===== src/rtl/host_mem_bridge.sv =====
// host_mem_bridge
//
// Byte-serial bridge that lets an external host read and write the data RAM
// through its secondary port while the CPU keeps running.
//
// Host protocol:
//   - command byte: bit7 = 1 for write, 0 for read; bits[6:0] = words - 1
//   - ADDR_BYTES address bytes, LSB first (bits above ADDR_W are ignored)
//   - write: DATA_BYTES bytes per word, LSB first, repeated for each word
//   - read:  DATA_BYTES bytes per word come back on the out stream, LSB first
//   - consecutive words use auto-incremented addresses, wrapping at 2^ADDR_W
//
// Ports:
//   clk, rst                         clock, synchronous active-high reset
//   in_valid/in_data/in_ready        host -> bridge byte stream
//   out_valid/out_data/out_ready     bridge -> host byte stream
//   mem_addr/mem_wdata/mem_we/mem_re RAM port-B request (single-cycle strobes)
//   mem_rdata                        RAM port-B read data, valid MEM_LAT cycles after mem_re
//   busy                             high whenever a command is in progress
//   err                              one-cycle pulse when a command is rejected

`timescale 1ns/1ps

module host_mem_bridge #(
    parameter int ADDR_W    = 20,
    parameter int DATA_W    = 32,
    parameter int MEM_LAT   = 1,
    parameter int MAX_BURST = 16
) (
    input  logic              clk,
    input  logic              rst,
    input  logic              in_valid,
    input  logic [7:0]        in_data,
    output logic              in_ready,
    output logic              out_valid,
    output logic [7:0]        out_data,
    input  logic              out_ready,
    output logic [ADDR_W-1:0] mem_addr,
    output logic [DATA_W-1:0] mem_wdata,
    output logic              mem_we,
    output logic              mem_re,
    input  logic [DATA_W-1:0] mem_rdata,
    output logic              busy,
    output logic              err
);

    localparam int ADDR_BYTES = (ADDR_W + 7) / 8;
    localparam int DATA_BYTES = DATA_W / 8;
    localparam int AB_W       = ADDR_BYTES * 8;

    typedef enum logic [2:0] {
        S_IDLE,
        S_ADDR,
        S_WDATA,
        S_WRITE,
        S_RREQ,
        S_RWAIT,
        S_RSEND
    } state_t;

    state_t            state_q, state_d;
    logic [AB_W-1:0]   abuf_q, abuf_d;     // address, byte-aligned container
    logic [DATA_W-1:0] wbuf_q, wbuf_d;     // word buffer for both directions
    logic [7:0]        cnt_q, cnt_d;       // byte index within address/word
    logic [7:0]        remain_q, remain_d; // words still to transfer
    logic [7:0]        lat_q, lat_d;       // read latency counter
    logic              wr_q, wr_d;         // current command is a write
    logic              err_q, err_d;

    logic in_fire;
    logic out_fire;

    assign in_ready  = !rst && (state_q == S_IDLE || state_q == S_ADDR || state_q == S_WDATA);
    assign out_valid = (state_q == S_RSEND);
    // Read data is shifted out of the low byte, so it stays stable while stalled.
    assign out_data  = (state_q == S_RSEND) ? wbuf_q[7:0] : 8'h00;
    assign mem_addr  = abuf_q[ADDR_W-1:0];
    assign mem_wdata = wbuf_q;
    assign mem_we    = (state_q == S_WRITE);
    assign mem_re    = (state_q == S_RREQ);
    assign busy      = (state_q != S_IDLE);
    assign err       = err_q;

    assign in_fire  = in_valid && in_ready;
    assign out_fire = out_valid && out_ready;

    always_comb begin
        state_d  = state_q;
        abuf_d   = abuf_q;
        wbuf_d   = wbuf_q;
        cnt_d    = cnt_q;
        remain_d = remain_q;
        lat_d    = lat_q;
        wr_d     = wr_q;
        err_d    = 1'b0;

        case (state_q)
            S_IDLE: begin
                if (in_fire) begin
                    // len = cmd+1 exceeds MAX_BURST exactly when cmd >= MAX_BURST
                    if ({1'b0, in_data[6:0]} >= 8'(MAX_BURST)) begin
                        err_d = 1'b1;
                    end else begin
                        wr_d     = in_data[7];
                        remain_d = {1'b0, in_data[6:0]} + 8'd1;
                        cnt_d    = 8'd0;
                        state_d  = S_ADDR;
                    end
                end
            end

            S_ADDR: begin
                if (in_fire) begin
                    // LSB-first bytes enter at the top and shift down
                    abuf_d = (abuf_q >> 8) | (AB_W'(in_data) << (AB_W - 8));
                    if (cnt_q == 8'(ADDR_BYTES - 1)) begin
                        cnt_d   = 8'd0;
                        state_d = wr_q ? S_WDATA : S_RREQ;
                    end else begin
                        cnt_d = cnt_q + 8'd1;
                    end
                end
            end

            S_WDATA: begin
                if (in_fire) begin
                    wbuf_d = (wbuf_q >> 8) | (DATA_W'(in_data) << (DATA_W - 8));
                    if (cnt_q == 8'(DATA_BYTES - 1)) begin
                        cnt_d   = 8'd0;
                        state_d = S_WRITE;
                    end else begin
                        cnt_d = cnt_q + 8'd1;
                    end
                end
            end

            S_WRITE: begin
                abuf_d[ADDR_W-1:0] = abuf_q[ADDR_W-1:0] + ADDR_W'(1);
                remain_d           = remain_q - 8'd1;
                state_d            = (remain_q == 8'd1) ? S_IDLE : S_WDATA;
            end

            S_RREQ: begin
                lat_d   = 8'd1;
                state_d = S_RWAIT;
            end

            S_RWAIT: begin
                if (lat_q == 8'(MEM_LAT)) begin
                    wbuf_d  = mem_rdata;
                    cnt_d   = 8'd0;
                    state_d = S_RSEND;
                end else begin
                    lat_d = lat_q + 8'd1;
                end
            end

            S_RSEND: begin
                if (out_fire) begin
                    wbuf_d = wbuf_q >> 8;
                    if (cnt_q == 8'(DATA_BYTES - 1)) begin
                        cnt_d              = 8'd0;
                        abuf_d[ADDR_W-1:0] = abuf_q[ADDR_W-1:0] + ADDR_W'(1);
                        remain_d           = remain_q - 8'd1;
                        state_d            = (remain_q == 8'd1) ? S_IDLE : S_RREQ;
                    end else begin
                        cnt_d = cnt_q + 8'd1;
                    end
                end
            end

            default: begin
                state_d = S_IDLE;
            end
        endcase
    end

    always_ff @(posedge clk) begin
        if (rst) begin
            state_q  <= S_IDLE;
            abuf_q   <= '0;
            wbuf_q   <= '0;
            cnt_q    <= 8'd0;
            remain_q <= 8'd0;
            lat_q    <= 8'd0;
            wr_q     <= 1'b0;
            err_q    <= 1'b0;
        end else begin
            state_q  <= state_d;
            abuf_q   <= abuf_d;
            wbuf_q   <= wbuf_d;
            cnt_q    <= cnt_d;
            remain_q <= remain_d;
            lat_q    <= lat_d;
            wr_q     <= wr_d;
            err_q    <= err_d;
        end
    end

endmodule


===== config.mk =====
export PLATFORM = sky130hd
export DESIGN_NAME = host_mem_bridge
export DESIGN_NICKNAME = d
export VERILOG_FILES = /design/src/rtl/host_mem_bridge.sv
export SDC_FILE = /design/constraint.sdc
export NUM_CORES = 1
export LEC_CHECK = 0
export CAP_MARGIN = 10
export CORE_MARGIN = 5
export CORE_UTILIZATION = 40
export DETAILED_ROUTE_END_ITERATION = 10
export PLACE_DENSITY = 0.78
export SLEW_MARGIN = 20
export SYNTH_ARGS = -nofsm -noshare
export SYNTH_HDL_FRONTEND = slang
export SYNTH_SLANG_ARGS = --single-unit

===== constraint.sdc =====
create_clock -name clk -period 2.8 [get_ports clk]
set_clock_uncertainty 0.2 [all_clocks]
set_input_delay 0.28 -clock clk [delete_from_list [all_inputs] [get_ports clk]]
set_output_delay 0.28 -clock clk [all_outputs]
set_load 0.005 [all_outputs]

* Word-level counts from Yosys, hierarchy flattened
Index checks and enable logic that the tools add are counted.
** Word-level totals
- Register bits :: 85
- Input port bits :: 44
- Output and inout port bits :: 66
- Word-level logic and storage cells :: 101
** Operators by class
- Add/sub/neg operators :: 5
- Magnitude comparators :: 1
- Equal/unequal tests :: 20
- Mux-type cells :: 39
- Bitwise logic cells :: 5
- Reductions and logical operators :: 22
** Operators by type and width (number)
- 8-bit two-way mux :: 14
- 32-bit two-way mux :: 3
- 32-bit one-hot mux with 3 select lines :: 1
- 20-bit two-way mux :: 3
- 20-bit one-hot mux with 3 select lines :: 1
- 8-bit one-hot mux with 5 select lines :: 1
- 3-bit two-way mux :: 11
- 24-bit by 32-bit bitwise OR with 32-bit output :: 1
- 16-bit by 24-bit bitwise OR with 24-bit output :: 1
- 8-bit one-hot mux with 3 select lines :: 1
- 3-bit one-hot mux with 7 select lines :: 1
- 20-bit by 1-bit adder with 20-bit output, second input constant :: 1
- 8-bit by 1-bit adder with 8-bit output, second input constant :: 2
- 8-bit by 1-bit equality test with 1-bit output, second input constant :: 2
- 8-bit by 2-bit equality test with 1-bit output, second input constant :: 2
- 8-bit one-hot mux with 2 select lines :: 1
- 2-bit != test, second input constant :: 6
- 3-bit nonzero test :: 4
- 3-bit equality test, second input constant :: 3
- 9-bit AND reduction :: 1
- 7-bit by 1-bit adder with 8-bit output, second input constant :: 1
- 2-bit by 1-bit != test with 1-bit output, second input constant :: 4
- 4-bit AND reduction :: 2
- 8-bit by 1-bit subtractor with 8-bit output, second input constant :: 1
- other kinds (17) :: 24

* Longest topological paths before layout
Gate-level depths: netlist of run 1.
- Depth after elaboration :: 7
- Depth in mapped cells :: 9
- Depth with buffers taken out :: 7

* Least setup slack after synthesis of run 1
Ideal clock, no wire load.
- Path kind :: register -> register
- Start :: reg cnt_q[1]
- End :: reg cnt_q[0]
- Library setup time :: 0.116 ns
- Data arrival time :: 1.620 ns
- Data required time :: 2.484 ns
- Slack :: 0.864 ns
- Stages on the path, launching flop included :: 7
- Path buffers :: 0
- Clock period less this slack :: 1.936 ns
- Cell sequence :: dfxtp_1 -> ha_1 -> nor3b_1 -> nand2_1 -> a21oi_2 -> and2b_1 -> a31o_2
** Between the ends
- Word-level cells in the longest chain between the ends :: 4
- Elaborated cells on any way between the ends :: 8
- Classes of those cells :: eq/ne: 2; mux: 6
** Ends and longest elaborated chain
- start, declared :: line 64 : logic [7:0] cnt_q, cnt_d;
- start signal, assigned :: line 192 : cnt_q <= cnt_d;
- 8-bit by 2-bit equality test with 1-bit output (on tied branches) :: line 128, 161, 116
- 8-bit two-way mux (on tied branches) :: line 128, 161, 116
- 8-bit two-way mux (on tied branches) :: line 159, 113, 126
- 8-bit one-hot mux with 5 select lines (*) :: line 97 : case (state_q)
Mark *: on every way between the ends. The rest lies on a longest branch, timed or not. The select of a mux whose other input is x is not followed.
A chain may end at the register's enable or synchronous reset.

* Worst setup path in the final report of run 1
- Start :: reg state_q[2]
- End :: out mem_re
** Between the ends
- Word-level cells in the longest chain between the ends :: 1
** Ends and longest elaborated chain
- start, declared :: line 61 : state_t state_q, state_d;
- start signal, assigned :: line 189 : state_q <= state_d;
- 3-bit equality test :: line 80 : assign mem_re = (state_q == S_RREQ);
- end, declared :: line 41 : output logic mem_re,
Every way passes these cells.

==> results.md, run 1 <==
- RR Endpoint: mem_wdata[27]$_SDFFE_PP0P_
- Synth top area share: 0.344
- Initial drt markers: 469
- Clk root buf: clkbuf_16
- Yosys cell types: 66
- RSZ-0062 raised after global routing: no
- Hold Crit Class: input port to register
- Placed Instances: 852
- Mux share of post-synthesis cell area: 0.0142
- Max Clk Rate: 0.393 GHz
- WL met2: 6750 um
- Syn Area/Cell: 7.89 um^2
- Final Hold Vio Count: 0
- Port bufs: 109
- Final setup violation count: 0
- R2R depth: 5
- # diodes: 0
- Crit path required time: 2320 ps
- Clock buffer depth: 2
- Crit end category: output port
- Skew-Pair Late Insertion Delay: 340 ps
- Routed wl met3: 1100 um
- Via count: 4938
- Residual DRC: 0
- Final RePlAce weighted congestion: 0.938
- Initial Util: 0.410
- Worst setup SP type: register
- Area delta synth->final: 27.4%
- TritonCTS buffer count: 9
- Crit path arrival time: 2060 ps
- Simple-gate portion of the synthesized area: 0.279
- Commonest cells post-synth: 90 x nand2_1, 85 x dfxtp_1, 68 x nor2_1
- Slowest cell on the critical path: clkdlybuf4s50_1
- Max-Cap Viols: 0
- Setup CP Type: register to output port
- Grt total ovfl: 0
- TritonCTS sink count: 85
- Adder-cell area share of the yosys netlist: 0.0228
- Crit path max fanout: 17
- WL met1: 6070 um
- First-pass detailed-route iteration total: 5
- Die width: 121 um
- Top sig layer: met4
- WL per Instance: 16.3 um
- Hold path startpoint: rst
- Sequential area share after synthesis: 0.344
- Syn. warnings: 0
- Largest family of logic cells by synthesized area: simple AND/OR/NAND/NOR gates
- Die area: 14700 um^2
- RR Startpoint: state_q[0]$_SDFFE_PP0P_
- EDFF count, synth: 0
- Hold endpoint: cnt_q[1]$_SDFFE_PP0P_
- Synthesized flop and latch total: 85
- Slew @ Worst Pin: 714 ps
- Peak VDD IR: 0.000283 V
- Async set or reset register ratio after synthesis: 0
- Post-layout net count: 748
- Clk slew on worst S/H paths: 60 ps
- IO Pins: 110
- Total routed wirelength: 14200 um
- Pwr per Cell Area: 415 nW/um^2
- Mapped Cells: 626
- Final WS setup: 257 ps
- Final HPWL DP: 10200 um
- Top Family by Delay on Critical Path: simple AND/OR/NAND/NOR gates
- Detail Route Antenna Nets: 0
- Vias in the first global route: 4681
- Slew HR: 0.520
- Cell mode on critical path: nor2b_1
- Row cnt: 40
- Depth of the worst hold-timing path: 2
- Compound-Gate Fraction of Synth Area: 0.237
- Top post-synthesis cells by area: dfxtp_1 34%, nand2_1 6.8%, nor2_1 5.2%, a311oi_1 5.0%, buf_4 3.8%
- Pin count of the biggest net entering global routing: 67
- Count leader, synth: nand2_1
- Vias per cell: 5.69
- Antenna violations before repair: 0
- Leak: 2.13 nW
- Register-to-Register Setup Slack: 460 ps
- Total Routing Usage GR: 0.188
- Area of the core: 12100 um^2
- Synth Net Count: 679
- Period utilisation layout: 0.908
- Crit-path cells: nor2b_1 -> nor2b_1 -> clkdlybuf4s50_1
- Worst slack, placed: 291 ps
- First-pass GRT wire length: 23000 um
- TritonCTS clock tree: yes
- Synth Cell Area: 4940 um^2
- Chip Height: 121 um
- Non-Filler Instances: 868
- CP max stage delay: 570 ps
- Critical path buffers and inverters: 1
- CTS H-tree lvls: 3
- XOR/XNOR share of the synthesized area: 0.0213
- Share of post-route cells with drive strength above 1: 0.0729
- Slew Limit Fails: 0
- Commonest register cell after synthesis: dfxtp_1
- Final setup TNS: 0 ps
- Yosys top cell by area: dfxtp_1
- Post-layout min period: 2540 ps
- Final worst hold slack: 126 ps
- Final Power: 2.61 mW
- Status: complete, no violations
==> worst reg2reg max path, delay by kind of cell, from the launching register on <==
kind | cells | cell delay, ps
AO/OA/AOI/OAI | 2 | 440
flip-flops | 1 | 610
buffers and inverters | 1 | 180
AND/OR/NAND/NOR | 2 | 810
==> placed cells by master (no fill, tap or decap), drive strengths merged, types with 4 or more instances in the layout <==
master / count
a211oi: 17
a21o: 7
a21oi: 33
a22oi: 9
a311oi: 28
a31oi: 4
a32o: 8
and2: 11
and3: 16
buf: 14
clkbuf: 9
clkdlybuf4s50: 108
dfxtp: 85
ha: 9
inv: 13
mux2i: 7
nand2: 90
nand2b: 5
nand3: 23
nand4: 8
nor2: 68
nor2b: 5
nor3: 15
nor3b: 9
o211ai: 4
o21ai: 28
o22ai: 4
or3: 5
xnor2: 5
xor2: 7
==> power breakdown <==
part           internal (mW)  switching [mW]
clock                  0.707           0.516
combinational         0.0879          0.0833
sequential              1.21         0.00659
==> metrics by stage <==
stage	utilization	area [um^2]
finish	0.522	6290
global route	0.522	6290
CTS	0.522	6290
global placement	0.496	5980
floorplan	-	4940
detailed placement	0.496	5980
==> registers in the layout, summed over array words and instances (netlist names) <==
register and flops:
abuf_q 24, cnt_q 8, err 1, lat_q 8
mem_wdata 32, remain_q 8, state_q 3, wr_q 1
==> logic make-up after synthesis <==
family	Yosys count
AND/OR/NAND/NOR	277
AO/OA/AOI/OAI	162
flip-flops	85
buffers and inverters	74
XOR/XNOR	12
adder cells (fa/ha/maj)	9
multiplexers	7
==> repair_timing <==
action | CTS | global route
resized for setup | 0 | 2
setup buffers | 0 | 0
endpoints found under the setup margin | 0 | 6
hold buffers | 0 | 0
==> worst max path at each step <==
stage / from / end / depth (start not counted)
after floorplan: cnt_q[1]$_SDFFE_PP0P_ / cnt_q[0]$_SDFFE_PP0P_ / 6
after global placement: in_valid / abuf_q[11]$_SDFFE_PP0P_ / 7
after detailed placement: in_valid / abuf_q[11]$_SDFFE_PP0P_ / 7
after CTS: state_q[2]$_SDFFE_PP0P_ / mem_re / 3
after global routing: state_q[2]$_SDFFE_PP0P_ / mem_re / 3
final: state_q[2]$_SDFFE_PP0P_ / mem_re / 3
==> cell type report <==
cell class	instances	area (um^2)
clock buffers	9	225
clock inverters	7	82.6
fillers	1127	5770
inverters	10	37.5
multi-input cells	467	2840
flip-flops and latches	85	1700
well taps	168	210
repair buffers	122	1200
==> per-layer routing <==
layer	vias up	track usage
met5	-	0
met4	0	0.0588
met3	25	0.0359
met2	211	0.313
met1	2311	0.247
li1	2391	-
Note: power is estimated with default switching activity, not from simulation.
==> run 2, diff against run 1 <==
--- a/config.mk
+++ b/config.mk
@@ -7,9 +7,10 @@
 export LEC_CHECK = 0
 export CAP_MARGIN = 10
 export CORE_MARGIN = 5
-export CORE_UTILIZATION = 40
+export CORE_UTILIZATION = 46
+export CTS_CLUSTER_SIZE = 24
 export DETAILED_ROUTE_END_ITERATION = 10
-export PLACE_DENSITY = 0.78
+export PLACE_DENSITY = 0.89
 export SLEW_MARGIN = 20
 export SYNTH_ARGS = -nofsm -noshare
 export SYNTH_HDL_FRONTEND = slang
==> constraint.sdc (replaced) <==
create_clock -name clk -period 2.1 [get_ports clk]
set_clock_uncertainty 0.2 [all_clocks]
set_input_delay 0.21 -clock clk [delete_from_list [all_inputs] [get_ports clk]]
set_output_delay 0.21 -clock clk [all_outputs]
set_load 0.005 [all_outputs]
==> run 2 against run 1 <==
- the flow now finishes with violations (negative setup slack)
- non-clock buffer count increased by 60
- sequential share of layout area decreased by 2.1 points
- utilization increased by 14 points
- flip-flop and latch count unchanged
- routed wire length increased by 16%
- highest routed layer unchanged
==> results.md, run 2 (same netlist as run 1, synthesis figures left out) <==
- Total Routing Usage GR: 0.227 (+0.0385)
- Most common cell after layout, fill and taps aside: clkdlybuf4s50_1
- Setup CP Type: register to register
- Clk root buf: clkbuf_8
- First-pass GRT wire length: 24500 um (+6.4%)
- Antenna violations before repair: 0 (unchanged)
- Final worst hold slack: 191 ps (+65.9 ps)
- Vias per cell: 6.16 (+8.3%)
- Non-Filler Instances: 897 (+3.3%)
- Crit end category: register
- Switching Share: 0.257 (+0.0253)
- Row cnt: 37 (-7.5%)
- Design Area, Final: 6900 um^2 (+9.7%)
- Via count: 5524 (+12%)
- Peak VDD IR: 0.000392 V (+39%)
- Pwr per Cell Area: 461 nW/um^2 (+11%)
- Placed Instances: 872 (+2.3%)
- Seq pwr share: 0.509 (+0.042)
- Crit path required time: 2180 ps (-140 ps)
- Clk slew on worst S/H paths: 100 ps (+40 ps)
- Grt total ovfl: 0 (unchanged)
- Final WS setup: -2.52 ps (-259 ps)
- Worst Setup SP: state_q[0]$_SDFFE_PP0P_
- TritonCTS buffer count: 9 (unchanged)
- Max FFs per register: 32 (unchanged)
- Final Power: 3.18 mW (+22%)
- Crit path arrival time: 2180 ps (+120 ps)
- Slew HR: 0.562 (+0.0421)
- Clock share of power: 0.405 (-0.063)
- TritonCTS clock tree: yes
- CTS Hold Bufs: 0 (unchanged)
- Failing checks: negative setup slack
- Final Util: 0.663 (+0.141)
- Post-layout min period: 2100 ps
- Worst setup SP type: register
- Vias in the first global route: 5129 (+9.6%)
- RSZ-0062 raised after global routing: yes
- Port bufs: 109 (unchanged)
- Die area: 12900 um^2 (-12%)
- Initial drt markers: 532 (+13%)
- Total routed wirelength: 16400 um (+16%)
- Pin count of the biggest net entering global routing: 53 (-21%)
- Share of post-route cells with drive strength above 1: 0.192 (+0.119)
- NetSw: 0.818 mW (+35%)
- First-pass detailed-route iteration total: 8 (+3)
- Slew @ Worst Pin: 657 ps (-56.5 ps)
- Int Pwr: 2.36 mW (+18%)
- Hold path startpoint: rst
- Period utilisation layout: 1.00
- CTS H-tree lvls: 3 (unchanged)
- Final setup violation count: 2 (+2)
- Chip Height: 114 um (-6.2%)
- Commonest non-fill, non-tap cells in the layout: 96 x clkdlybuf4s50_1, 89 x nand2_1, 77 x dfxtp_1
- Initial Util: 0.474 (+0.0647)
- Post-layout net count: 809 (+8.2%)
- Detail Route Antenna Nets: 0 (unchanged)
- Area of the core: 10400 um^2 (-14%)
- Status: finished, violations left
- Final RePlAce weighted congestion: 0.889 (-5.2%)
- Max-Cap Viols: 0 (unchanged)
- Skew-Pair Late Insertion Delay: 370 ps (+30 ps)
- Slew Limit Fails: 0 (unchanged)
- Crit path max fanout: 19 (+2)
- Final Hold Vio Count: 0 (unchanged)
- Final HPWL DP: 10800 um (+5.7%)
- Max Clk Rate: 0.476 GHz
- TritonCTS sink count: 85 (unchanged)
- Residual DRC: 0 (unchanged)
- IO Pins: 110 (unchanged)
- WL per Instance: 18.3 um (+12%)
- Hold Crit Class: input port to register
- Die width: 114 um (-6.2%)
- Combinational power share: 0.086 (+0.021)
- Area delta synth->final: 39.7%
- RR Startpoint: state_q[0]$_SDFFE_PP0P_
- Clock buffer depth: 2 (unchanged)
- Leak: 2.55 nW (+20%)
- # diodes: 0 (unchanged)
- Placed Area: 6400 um^2 (+6.9%)
==> run 2: cell count changes in the layout (fill, tap and decap cells not counted), moves of 10 or more <==
cell / delta
buf_4: +51
a311oi_1: -12
a311oi_2: +12
clkdlybuf4s50_1: -12
clkbuf_8: +10
dlygate4sd2_1: +10
==> run 2: stage by stage <==
| step | setup TNS (ps) | setup WS, ps |
|---|---|---|
| 5_1_grt | -315 | -37.0 |
| 4_1_cts | 0 | 15.9 |
| 2_1_floorplan | 0 | 164 |
| 6_report | -4.88 | -2.52 |
| 3_5_place_dp | -4440 | -198 |
| 3_3_place_gp | -1590 | -130 |
==> run 2: layer usage <==
metal | GRT usage | routed length [um] | up-vias
met2 | 0.385 | 8100 | 320
met1 | 0.272 | 6460 | 2612
met3 | 0.0435 | 1080 | 73
met4 | 0.118 | 755 | 0
li1 | - | - | 2519
met5 | 0 | 0 | -
==> run 2: layout make-up <==
class                           count  area (um^2)
Fill cell                         752         3510
Multi-Input combinational cell    468         3010
Timing Repair Buffer              182         1740
Sequential cell                    85         1720
Tap cell                          136          170
Clock buffer                       10          138
Clock inverter                      6         76.3
Inverter                           10         37.5
==> run 2: what timing repair did <==
action                                  in CTS  in global routing
gates cloned                                 0                  4
resized for setup                           23                 40
endpoints found under the setup margin      17                 58
setup buffers                                4                  1
pin swaps                                    0                 13
==> run 2: worst paths after layout <==
check / to / slack [ps] / depth (start not counted)
setup reg to reg: mem_wdata[17]$_SDFFE_PP0P_ / -3 / 7
setup / recovery: mem_wdata[17]$_SDFFE_PP0P_ / -3 / 7
hold / removal: abuf_q[18]$_SDFFE_PP0P_ / 190 / 3
hold reg to reg: remain_q[7]$_SDFFE_PP0P_ / 310 / 1
==> run 2: worst max-delay path, cell delays in order, from the launching register on <==
cell,delay [ps]
dfxtp_4,380
buf_4,160
buf_4,150
and2b_1,150
a32o_2,240
a22o_4,270
clkbuf_16,200
a311oi_1,260
==> run 2: power groups by stage <==
stage	clock network (mW)	logic, mW	registers, mW
2_1_floorplan	0	0.100	1.66
3_3_place_gp	0	0.249	1.66
3_5_place_dp	0	0.256	1.66
4_1_cts	1.29	0.260	1.62
5_1_grt	1.35	0.290	1.62
6_report	1.29	0.274	1.62
